--- src/rtl/weight_mem_loader.sv ---
// Run-time write sequencer for one neuron's weight memory: filters a tagged
// weight stream and writes matching words to consecutive addresses.
module weight_mem_loader #(
  parameter int numWeight    = 3,
  parameter int addressWidth = 10,
  parameter int dataWidth    = 16,
  parameter int layerNo      = 0,
  parameter int neuronNo     = 0
) (
  input  logic                    clk,
  input  logic                    rst,
  input  logic                    start,
  input  logic                    abort,
  input  logic                    s_valid,
  output logic                    s_ready,
  input  logic [dataWidth-1:0]    s_data,
  input  logic [7:0]              s_layer,
  input  logic [7:0]              s_neuron,
  output logic                    wen,
  output logic [addressWidth-1:0] wadd,
  output logic [dataWidth-1:0]    win,
  output logic                    busy,
  output logic                    done,
  output logic [addressWidth:0]   loaded
);

  localparam logic [0:0] IDLE = 1'b0;
  localparam logic [0:0] LOAD = 1'b1;

  localparam logic [7:0]            LAYER_TAG  = 8'(layerNo);
  localparam logic [7:0]            NEURON_TAG = 8'(neuronNo);
  localparam logic [addressWidth:0] LAST_CNT   = (addressWidth+1)'(numWeight - 1);

  logic [0:0] state;
  logic       accept;
  logic       tag_hit;
  logic       wr_hit;
  logic       last_word;

  // Ready depends on state alone so the upstream never sees a valid->ready path.
  assign s_ready   = (state == LOAD);
  assign busy      = (state == LOAD);
  assign accept    = s_valid && s_ready;
  assign tag_hit   = (s_layer == LAYER_TAG) && (s_neuron == NEURON_TAG);
  assign wr_hit    = accept && tag_hit && !abort;
  assign last_word = (loaded == LAST_CNT);

  always_ff @(posedge clk) begin
    if (rst) begin
      state  <= IDLE;
      wen    <= 1'b0;
      wadd   <= '0;
      win    <= '0;
      done   <= 1'b0;
      loaded <= '0;
    end else begin
      wen  <= 1'b0;
      done <= 1'b0;
      case (state)
        IDLE: begin
          if (start && !abort) begin
            state  <= LOAD;
            loaded <= '0;
          end
        end
        LOAD: begin
          if (abort) begin
            // Any word handshaking alongside abort is consumed but discarded.
            state <= IDLE;
          end else if (wr_hit) begin
            wen    <= 1'b1;
            wadd   <= loaded[addressWidth-1:0];
            win    <= s_data;
            loaded <= loaded + 1'b1;
            if (last_word) begin
              done  <= 1'b1;
              state <= IDLE;
            end
          end
        end
        default: state <= IDLE;
      endcase
    end
  end

endmodule

--- config.mk ---
export PLATFORM = sky130hd
export DESIGN_NAME = weight_mem_loader
export DESIGN_NICKNAME = d
export VERILOG_FILES = /design/src/rtl/weight_mem_loader.sv
export SDC_FILE = /design/constraint.sdc
export NUM_CORES = 1
export LEC_CHECK = 0
export CAP_MARGIN = 20
export CORE_MARGIN = 5
export CORE_UTILIZATION = 45
export CTS_CLUSTER_SIZE = 12
export DETAILED_ROUTE_END_ITERATION = 12
export PLACE_DENSITY_LB_ADDON = 0.12
export SYNTH_ARGS = -nofsm -noshare
export SYNTH_HDL_FRONTEND = slang
export SYNTH_SLANG_ARGS = --single-unit
--- constraint.sdc ---
create_clock -name clk -period 2.85 [get_ports clk]
set_input_delay 0.285 -clock clk [delete_from_list [all_inputs] [get_ports clk]]
set_output_delay 0.285 -clock clk [all_outputs]
set_load 0.02 [all_outputs]
==> results of run 1 <==
==> flip-flops by register name (all words and copies together), names as in the netlist <==
| signal | count |
|---|---|
| loaded | 11 |
| wen | 1 |
| done | 1 |
| busy | 1 |
| wadd | 10 |
| win | 16 |
==> per-stage QoR <==
stage / util, % / cells / setup WS [ns] / area, sq um / total power (uW)
after floorplan: - / 223 / 0.872 / 1780 / 592
after global placement: 69.1 / 334 / 0.297 / 2580 / 650
after detailed placement: 69.1 / 334 / 0.287 / 2580 / 650
after CTS: 72.0 / 342 / 0.597 / 2700 / 1100
after global routing: 72.0 / 342 / 0.513 / 2700 / 1130
final: 72.0 / 342 / 0.589 / 2700 / 1100
==> placed cells by master, fill, tap and decap left out <==
cell type and n:
clkinvlp_4 1, nor2_1 9, nor2_2 1, nand2_1 7, o21ai_0 27, or2_1 1
nor4_1 5, clkinv_2 1, a21oi_1 34, nand3_1 30, nand4_1 6, inv_1 8
and3_1 1, or4bb_1 2, o41ai_1 3, or4_1 5, nor3b_1 1, or2_2 1
nor3_1 7, ha_1 2, or3_1 2, dfxtp_1 40, or4_4 1, nand4b_1 2
nor3_2 1, clkdlybuf4s50_1 77, mux2_2 1, bufinv_16 1, a31o_2 1, o31ai_1 2
a311o_1 2, o32ai_1 1, buf_4 6, clkbuf_8 5
==> cell type report <==
type,count,share of cell area (%)
clock buffer,5,2.55
clock inverter,3,1.58
inverter,8,1.11
multi-input combinational,155,32.6
sequential,40,29.7
tap,48,2.23
timing repair buffer,83,30.3
==> power by group through the flow <==
stage / clock (uW) / combinational, uW / sequential [uW]
global route: 489 / 82.1 / 560
CTS: 466 / 76.8 / 560
floorplan: 0 / 18.5 / 574
detailed placement: 0 / 76.4 / 573
global placement: 0 / 76.5 / 573
finish: 459 / 76.7 / 560
==> critical path, delay by kind of cell <==
family	cells	cell delay, ns
simple gates	3	1.67
buf+inv	1	0.39
compound gates	1	0.15
==> cell families (layout without fill, tap and decap cells) <==
group | after synthesis | after routing
AOI/OAI and AO/OA | 70 | 70
adders and majority gates | 2 | 2
and+or+nand+nor | 82 | 82
muxes | 1 | 1
buffers and inverters | 28 | 99
DFF | 40 | 40
==> layer usage <==
metal | up-vias | share of wire (%) | track usage [%]
met4 | 0 | 1.2 | 7.38
met3 | 8 | 7.3 | 4.82
li1 | 967 | - | -
met1 | 906 | 44 | 27.8
met2 | 66 | 47 | 30.6
met5 | - | 0 | 0
==> final timing paths <==
path	cells past startpoint	startpoint	slack, ns	end
setup / recovery	5	s_neuron[1]	0.59	loaded[3]
setup reg to reg	4	busy	0.78	loaded[3]
hold / removal	2	win[12]	0.48	win[12]
hold reg to reg	2	win[12]	0.48	win[12]
==> metrics.txt, run 1 <==
Worst-Margin Slew=between 0.6 and 0.7 ns; Post-synth EDFFs=0; mux cell area share after synthesis=less than 1%; Synth Area in Adders=under 10%; clock latency on the worst-skew pair=0.30 ns; vias in the first global route=1,786; CP required=just over 3 ns; Switching Fraction=between 20% and 30%; Crit path arrival time=between 2 and 3 ns; Die X=between 70 and 80 um; Final setup viols=0; area grow syn2layout=51.3%; Compound-Gate Fraction of Synth Area=21.6%; CTS tree=yes; Max-Slew Margin vs Limit=between 50% and 60%; Top cell by count, worst path=or4_1; Synth top area share=between 40% and 50%; H-tree depth=2; Hold Vio Cnt, Final=0; Rows=22; distinct cell type count after synthesis=30; Sequential Power Share=roughly half; Switch Pwr=between 200 and 250 uW; cell count after synthesis=around 220; Worst path max stage delay=0.58 ns; critical path class=in2reg; share of layout cells above drive strength 1=under 10%; hold crit path type=reg2reg; FF+latch area=801 sq um; # Post-CTS Setup Buffers=0; Slew Limit Fails=0; Final Cycle Share=slightly below 80%; hpwl dp=roughly 3.6 mm; simple-gate share of the synthesized area=between 20% and 30%; initial DRC count=roughly 210; CP cell instances=clkdlybuf4s50_1, or4_1, or3_1, or4_1, a21oi_1; Seq cells post-synth=40; initial antenna violation count=0; clock network fraction of total power=around two fifths; Worst Path Max Fanout=16; Layout Skew=0.00685 ns; largest family of logic cells by synthesized area=simple AND/OR/NAND/NOR gates; Critical Path Start Type=input port; all-layer global routing usage=roughly a fifth; CTS root buffer=clkbuf_8; Worst Setup End Kind=flip-flop; RSZ-0062 raised after global routing=false; largest net degree at the start of global routing=32; Post-Syn Area=about 1800 sq um; DIE AREA=roughly 5300 sq um; grt total ovfl=0; Port-buffer cells=a little under 80; hold_ws=~0.48 ns; post-CTS sizing=0; VDD IR-drop max=about 0.00032 V; number of nets in the layout=approximately 330; gpl congestion=between 0.8 and 0.9; Final ANT Viol Nets=0; Net Count, Synth=about 260; Hold Buf Count CTS=0; YS warnings=0; top_reg_cell synth=dfxtp_1; Vias=between 1,500 and 2,000; area of the multi-input gates=just under 900 sq um; # fillers=about 340; PD cells=between 400 and 500 nW/um^2; Num CTS Buffers=5; top cells by count, synth=dfxtp_1, a21oi_1, nand3_1, o21ai_0, clkbuf_1; Remaining DRCs=0; Max Cap Viol=0; status=completed; first-pass GRT wire length=between 8 and 9 mm; setup TNS=0 ns; clock sinks=40; register clock-pin slew on the reported worst setup and hold paths=approximately 0.080 ns; Synth async-reset ratio=0%; clk buf depth=2; largest cells by area after synthesis=dfxtp_1, a21oi_1, nand3_1, o21ai_0, clkbuf_1; minimum clock period=roughly 2.3 ns; Synth Area in XOR/XNOR=0%; final WL=5.23 mm; Synth area leader=dfxtp_1; leakage=roughly 0.00084 uW; antenna fix cells=0; CP max stage cell=or4_1; vias per cell=5.69; drt first pass iters=4; Starting Density=47.6%; FMAX=0.442 GHz; Die H=about 73 um; WL/cell=15.3 um; register area share after synthesis=~45%; core area=around 3700 sq um; syn avg cell area=around 8 sq um; most common cell in the synthesized netlist=dfxtp_1; internal power=approximately 870 uW; combinational power share=7.0%; I/O pins=between 70 and 80
(Power assumes the default switching activity.)
==> inputs of run 2 (changes only) <==
--- a/config.mk
+++ b/config.mk
@@ -7,7 +7,7 @@
 export LEC_CHECK = 0
 export CAP_MARGIN = 20
 export CORE_MARGIN = 5
-export CORE_UTILIZATION = 45
+export CORE_UTILIZATION = 38
 export CTS_CLUSTER_SIZE = 12
 export DETAILED_ROUTE_END_ITERATION = 12
 export PLACE_DENSITY_LB_ADDON = 0.12
==> constraint.sdc (replaced) <==
create_clock -name clk -period 2 [get_ports clk]
set_input_delay 0.2 -clock clk [delete_from_list [all_inputs] [get_ports clk]]
set_output_delay 0.2 -clock clk [all_outputs]
set_load 0.02 [all_outputs]
==> run 2 against run 1 <==
Total power increased by 47%. Largest power group unchanged. Clock power up 50%. Count of clock-buffer cells in the layout up 1. Critical endpoint unchanged. Clock skew down 0.0014 ns. Die area grew 16%. Worst setup slack worse by 0.56 ns. Routed wire length shrank 1.5%. Largest cell class is now non-clock buffers. Utilization fell by 11 points. Register-to-register slack worse by 0.56 ns. First-iteration DRC count decreased by 47%.
==> metrics.txt, run 2 (synthesis results as in run 1) <==
Vias=approximately 2,000; vias per cell=5.47; CTS root buffer=clkbuf_8; # Post-CTS Setup Buffers=0; hold crit path type=in2reg; share of layout cells above drive strength 1=about an eighth; Final ANT Viol Nets=0; Worst Path Max Fanout=8; Rows=25; CP Buf/Inv Count=1; DIE AREA=6160 sq um; most frequent cells in the layout=clkdlybuf4s50_1, dfxtp_1, a21oi_1; first-pass GRT wire length=approximately 8.5 mm; area grow syn2layout=59.3%; hpwl dp=3.75 mm; gpl congestion=roughly 0.81; top flop regs=win x16, loaded x11, wadd x10; number of nets in the layout=346; Layout Skew=~0.0054 ns; r2r setup slk=0.22 ns; vias in the first global route=1,798; Num CTS Buffers=5; Worst Setup End Kind=flip-flop; Hold Path Sink=win[14]; leakage=a little over 0.0009 uW; clock latency on the worst-skew pair=around 0.29 ns; VDD IR-drop max=roughly 0.00031 V; Final Cycle Share=between 90% and 100%; RSZ-0062 raised after global routing=false; Max-Slew Margin vs Limit=between 70% and 80%; CTS tree=yes; I/O pins=a little under 80; initial DRC count=~110; PD cells=566 nW/um^2; FMAX=just over 0.5 GHz; area of the multi-input gates=886 sq um; Crit path max-delay family=simple AND/OR/NAND/NOR gates; Hold Vio Cnt, Final=0; max FFs per register=16; Crit. Startpoint=s_layer[5]; grt total ovfl=0; Worst R2R Path Depth=4; all-layer global routing usage=between 10% and 20%; CP max stage cell=or4_4; CP required=between 2 and 2.5 ns; commonest non-fill, non-tap cell in the layout=clkdlybuf4s50_1; FF+latch area=about 800 sq um; Port-buffer cells=77; WL/cell=roughly 14 um; Max Cap Viol=0; core area=about 4600 sq um; Die H=~78 um; # fillers=~440; hold_ws=0.467 ns; Reg-to-Reg Start=busy; Critical Path Start Type=input port; Crit path arrival time=2.19 ns; Remaining DRCs=0; Starting Density=around two fifths; CP cell instances=clkdlybuf4s50_1, or4_4, or3_4, or4_1, a21oi_1; Placed Cells incl. Taps=between 300 and 400; Top reg by flops=win; Slew Limit Fails=0; largest net degree at the start of global routing=32; clock sinks=40; final WL=between 5 and 6 mm; Post-Layout Cell Count=~360; Worst-Margin Slew=about 0.37 ns; Critical R2R Capture=loaded[3]; Place WS=-0.337 ns; Hold Path Origin=s_data[14]; drt first pass iters=4; initial antenna violation count=0; Hold Buf Count CTS=0; register clock-pin slew on the reported worst setup and hold paths=roughly 0.08 ns; H-tree depth=2; Worst Slack Setup Final=between 0.02 and 0.03 ns; Die X=slightly below 80 um; minimum clock period=around 2.0 ns; antenna fix cells=0; critical path class=in2reg; status=completed; clk buf depth=2; hold path cells=3; Final setup viols=0; Worst path max stage delay=0.53 ns
-- run 2: worst max path at each step --
stage	cells past startpoint	end
2_1_floorplan	5	loaded[3]
3_3_place_gp	5	loaded[3]
3_5_place_dp	5	loaded[3]
4_1_cts	6	loaded[6]
5_1_grt	6	loaded[6]
6_report	5	loaded[3]
-- run 2: where the power goes --
part	switching (uW)	internal, uW
Combinational	39.6	80.9
Clock	281	408
Sequential	0.374	796
Total	321	1290
-- run 2: worst min-delay path: cells and delay by family --
kind	cells	cell delay, ns
AOI/OAI and AO/OA	1	0.06
buffers and inverters	1	0.39
and+or+nand+nor	1	0.06
-- run 2: through the flow --
step	setup TNS (ns)	util [%]	total power (uW)	cell area (sq um)
finish	0	61.3	1610	2840
global placement	-8.05	58.5	936	2710
floorplan	0	-	844	1780
CTS	0	61.3	1620	2840
detailed placement	-8.15	58.5	936	2710
global route	0	61.3	1680	2840
-- run 2: repair_timing --
item | in CTS | in global routing
setup endpoints to repair | 1 | 3
gates resized for setup | 1 | 1
hold endpoints to repair | 0 | 0
pin swaps | 0 | 0
-- run 2: layout make-up --
| class | count | share of cell area [%] |
|---|---|---|
| Clock inverter | 2 | 1.37 |
| Tap cell | 54 | 2.38 |
| Clock buffer | 6 | 2.91 |
| Inverter | 8 | 1.06 |
| Sequential cell | 40 | 28.2 |
| Multi-Input combinational cell | 155 | 31.2 |
| Timing Repair Buffer | 97 | 32.9 |
-- run 2: routing by layer --
layer	wire [um]	up-vias	part of all wire [%]	track usage (%)
met2	2590	58	50	28.9
met5	0	-	0	0
met1	2200	929	43	21.1
li1	-	988	-	-
met4	44	0	0.85	3.67
met3	327	4	6.3	4.59
